<file path="config.mk">
export PLATFORM = sky130hd
export DESIGN_NAME = vga_pattern_sequencer
export DESIGN_NICKNAME = d
export VERILOG_FILES = /design/src/rtl/vga_pattern_sequencer.sv
export SDC_FILE = /design/constraint.sdc
export NUM_CORES = 1
export LEC_CHECK = 0
export BUFFER_PORTS_ARGS = -buffer_cell sky130_fd_sc_hd__buf_2
export CORE_MARGIN = 2
export CORE_UTILIZATION = 46
export CTS_BUF_LIST = sky130_fd_sc_hd__clkbuf_4 sky130_fd_sc_hd__clkbuf_8
export CTS_CLUSTER_SIZE = 25
export DETAILED_ROUTE_END_ITERATION = 7
export PLACE_DENSITY_LB_ADDON = 0.08
export SETUP_SLACK_MARGIN = 0.15
export SLEW_MARGIN = 15
export SYNTH_ARGS = -nofsm -noshare
export SYNTH_HDL_FRONTEND = slang
export SYNTH_SLANG_ARGS = --single-unit
</file>
<file path="constraint.sdc">
create_clock -name i_clk -period 2.4 [get_ports i_clk]
set_clock_uncertainty 0.05 [all_clocks]
set_input_delay 0 -clock i_clk [delete_from_list [all_inputs] [get_ports i_clk]]
set_output_delay 0 -clock i_clk [all_outputs]
set_load 0.01 [all_outputs]
</file>
<file path="src/rtl/vga_pattern_sequencer.sv">
// vga_pattern_sequencer: frame-synchronous pattern mode stepper (button / auto-advance);
// define PATTERN_SEQ_SWEEP_EN to sweep the band split column once per frame.
module vga_pattern_sequencer #(
  parameter int H_ACTIVE        = 640,
  parameter int NUM_MODES       = 4,
  parameter int FRAMES_PER_STEP = 120,
  parameter int SWEEP_STEP      = 4
) (
  input  logic        i_clk,
  input  logic        i_rst,
  input  logic [10:0] i_x,
  input  logic [9:0]  i_y,
  input  logic        i_btn_next,
  input  logic        i_auto_en,
  output logic [1:0]  o_mode,
  output logic [10:0] o_split_x,
  output logic        o_frame_start
);
  typedef enum logic {S_SYNC, S_RUN} state_t;
  localparam logic [10:0] SPLIT_RST = 11'(H_ACTIVE / 4);
  state_t      state_q, state_d;
  logic        org_q, btn_q, pending_q, pending_d, fs_q;
  logic [7:0]  cnt_q, cnt_d;
  logic [1:0]  mode_q, mode_d;
  logic        origin, fe, be, run, man, auto_due, adv;
  always_comb begin
    origin    = i_x == 11'd0 && i_y == 10'd0;
    fe        = origin && !org_q;
    be        = i_btn_next && !btn_q;
    run       = state_q == S_RUN;
    man       = pending_q || be;
    auto_due  = i_auto_en && cnt_q == 8'(FRAMES_PER_STEP - 1);
    adv       = run && fe && (man || auto_due);
    state_d   = fe ? S_RUN : state_q;
    pending_d = (!run || fe) ? 1'b0 : pending_q || be;
    cnt_d     = !run ? 8'd0 : !fe ? cnt_q : (man || auto_due) ? 8'd0 : i_auto_en ? cnt_q + 8'd1 : cnt_q;
    mode_d    = !adv ? mode_q : (mode_q == 2'(NUM_MODES - 1)) ? 2'd0 : mode_q + 2'd1;
  end
  always_ff @(posedge i_clk) begin
    if (i_rst) begin
      state_q   <= S_SYNC;
      org_q     <= 1'b0;
      btn_q     <= 1'b0;
      pending_q <= 1'b0;
      cnt_q     <= 8'd0;
      mode_q    <= 2'd0;
      fs_q      <= 1'b0;
    end else begin
      state_q   <= state_d;
      org_q     <= origin;
      btn_q     <= i_btn_next;
      pending_q <= pending_d;
      cnt_q     <= cnt_d;
      mode_q    <= mode_d;
      fs_q      <= fe;
    end
  end
`ifdef PATTERN_SEQ_SWEEP_EN
  logic [10:0] split_q, split_d;
  logic [11:0] sum;
  always_comb begin
    sum     = {1'b0, split_q} + 12'(SWEEP_STEP);
    split_d = !(run && fe) ? split_q : adv ? SPLIT_RST :
              (sum >= 12'(H_ACTIVE)) ? 11'(sum - 12'(H_ACTIVE)) : sum[10:0];
  end
  always_ff @(posedge i_clk) begin
    if (i_rst) split_q <= SPLIT_RST;
    else split_q <= split_d;
  end
  assign o_split_x = split_q;
`else
  assign o_split_x = SPLIT_RST;
`endif
  assign o_mode        = mode_q;
  assign o_frame_start = fs_q;
endmodule

</file>
==> results_dict.tcl <==
set metrics [dict create \
    fin_cells 172 \
    core_area_mm2 0.001902 \
    r2r_slack_ns 0.60 \
    synth_largest_area_cell "dfxtp_1" \
    viasPerCell 5.169 \
    leakagePower_uw 0.0004670 \
    synth_cell_types 35 \
    drcViolationCount 0 \
    portBuffers 27 \
    drt_iter0_drc 23 \
    cp.arrival_ns 2.27 \
    row_count 16 \
    setup_tns_ns 0 \
    powerDensity_mw_per_mm2 406.3 \
    vias 889 \
    r2r_end "o_mode[0]$_SDFFE_PP0P_" \
    grt-ovfl-total 0 \
    fin_nets 173 \
    crit_type "input pin to flip-flop" \
    hpwlAfterDp_um 1462 \
    synth-async-reset-ratio 0 \
    area_growth_pct 23.86 \
    crit_end "o_frame_start$_SDFF_PP0_" \
    rr_worst_depth 6 \
    cp.required_ns 2.58 \
    synth_seq_cells 15 \
    synth-edff-count 0 \
    ys_seq_area_frac 0.3310 \
    synth_most_common_cell "dfxtp_1" \
    root_buffer "clkbuf_4" \
    die-area_mm2 0.002343 \
    setup_viol 0 \
    track_usage 0.1818 \
    ir_worst_vdd_mv 0.2948 \
    drive_above_1_share 0.2552 \
    drtAntennaViolNets 0 \
    grt_max_degree 10 \
    syn_area_um2 907.1 \
    die_y_um 48.41 \
    clock_path_buffers 2 \
    grt_setup_unrepaired "false" \
    ys.flop_type "dfxtp_1" \
    cp-start-kind "input pin" \
    max_freq_mhz 479.4 \
    antenna_found_initial 0 \
    whs_path_depth 6 \
    status "completed" \
    clkLatencyLatePin_ns 0.29 \
    grt_pass1_wl_um 3408 \
    yosys-top-cells-count "15 x dfxtp_1, 11 x buf_4, 9 x nand2_1, 9 x nor2_1, 8 x a21oi_1" \
    period_minus_slack_ns 2.086 \
    synthCells 110 \
    grt_pass1_vias 804 \
    cp_max_fo 2 \
    synth.area.top_cells "dfxtp_1 33%, buf_4 9.1%, a21oi_1 4.4%" \
    clkSinkCount 15 \
    drtPass1Iterations 4 \
    finalWirelength_um 2060 \
    yosys_warnings 0 \
    numCtsBuffers 3 \
    diodes 0 \
    yosysTopAreaCellShare 0.3310 \
    gp_congestion 0.8830 \
    htree_levels 1 \
    synth_area_per_cell_um2 8.247 \
    startpoint "i_y[6]" \
    finalCritPeriodShare 0.8692 \
    place_inst 159 \
    end_kind "flip-flop" \
    tritoncts "yes" \
    wire_per_inst_um 11.98 \
    hold_viol 0 \
    rr_startpoint "cnt_q[0]$_SDFFE_PP0P_" \
    slew_violations 0 \
    die_w_um 48.41 \
    start_util 0.4770 \
    io_pins 39 \
    maxCapViolations 0 \
    path_clk_slew_ns 0.10 \
    hold_path_class "input pin to flip-flop" \
]
## area by class of cell
type | instances | area [um^2]
Fill cell | 170 | 778.2
Multi-Input combinational cell | 88 | 529.3
Sequential cell | 15 | 300.3
Timing Repair Buffer | 36 | 225.2
Tap cell | 27 | 33.78
Clock buffer | 3 | 22.52
Inverter | 2 | 7.507
Clock inverter | 1 | 5.005
## per-layer routing
layer / up-vias / part of all wire / track usage
met5: - / 0 / 0
met4: 0 / 0.021 / 0.1190
met3: 4 / 0.066 / 0.01852
met2: 44 / 0.48 / 0.2963
met1: 392 / 0.43 / 0.2294
li1: 449 / - / -
## report_power, final
group          switching [uW]  internal (uW)
combinational            28.7           27.0
sequential              0.189            250
clock                    89.0           62.0
total                     118            339
## cell families (layout without fill, tap and decap cells)
kind of cell,Yosys count,count (layout),synth area share
multiplexers,1,1,0.01103
AND/OR/NAND/NOR,54,54,0.3600
adder cells (fa/ha/maj),2,2,0.02758
flip-flops,15,15,0.3310
buffers and inverters,16,42,0.1297
AO/OA/AOI/OAI,20,20,0.1324
other,2,11,0.008279
## repair_timing
item                       4_1_cts  5_1_grt
setup buffers                    0        0
hold buffers                     9        0
gates resized for setup          0        1
setup endpoints to repair        0        1
hold endpoints to repair         6        0
## critical path: stages
cell,delay [ns]
dlygate4sd3_1,0.53
buf_2,0.13
nor4_1,0.22
dlygate4sd3_1,0.58
nand3_1,0.09
dlygate4sd3_1,0.61
nor2_1,0.12
## cell usage in the layout, fill, tap and decap left out, drive strengths merged, types with 2 or more instances in the layout
master | netlist | final
dlygate4sd3 | 0 | 9
nand2 | 9 | 9
nand3 | 7 | 7
o21ai | 4 | 4
nand4 | 2 | 2
ha | 2 | 2
buf | 14 | 27
conb | 2 | 11
and3 | 3 | 3
nor2 | 9 | 9
and4 | 2 | 2
nor2b | 3 | 3
or3 | 3 | 3
dfxtp | 15 | 15
a21oi | 8 | 8
nor4 | 6 | 6
nand2b | 2 | 2
o211ai | 3 | 3
and2 | 2 | 2
inv | 2 | 2
clkbuf | 0 | 3
o22ai | 2 | 2
## stage by stage
step           setup WS (ns)  utilization  instance area [um^2]  power [uW]  hold WS, ns
3_5_place_dp          0.6189       0.5257                 999.7       300.3       0.1964
3_3_place_gp          0.6959       0.5257                 999.7       299.9       0.1759
6_report              0.3140       0.5908                  1124       456.5       0.2020
5_1_grt               0.1684       0.5908                  1124       476.6       0.2477
2_1_floorplan         0.7772            -                 940.9       290.0      0.01907
4_1_cts               0.3314       0.5875                  1117       454.3       0.1979
## registers in the layout, indices dropped and copies added, names as in the netlist
signal	count
btn_q	1
cnt_q	8
o_frame_start	1
o_mode	2
org_q	1
pending_q	1
run	1
## worst min path at each step
stage,start,end,slack (ns)
floorplan,i_rst,o_mode[0]$_SDFFE_PP0P_,0.02
global placement,i_btn_next,btn_q$_SDFF_PP0_,0.18
detailed placement,i_btn_next,btn_q$_SDFF_PP0_,0.20
CTS,i_y[7],cnt_q[1]$_SDFFE_PP0P_,0.20
global route,i_y[7],cnt_q[1]$_SDFFE_PP0P_,0.25
finish,i_y[7],cnt_q[1]$_SDFFE_PP0P_,0.20
Note: power is estimated with default switching activity, not from simulation.
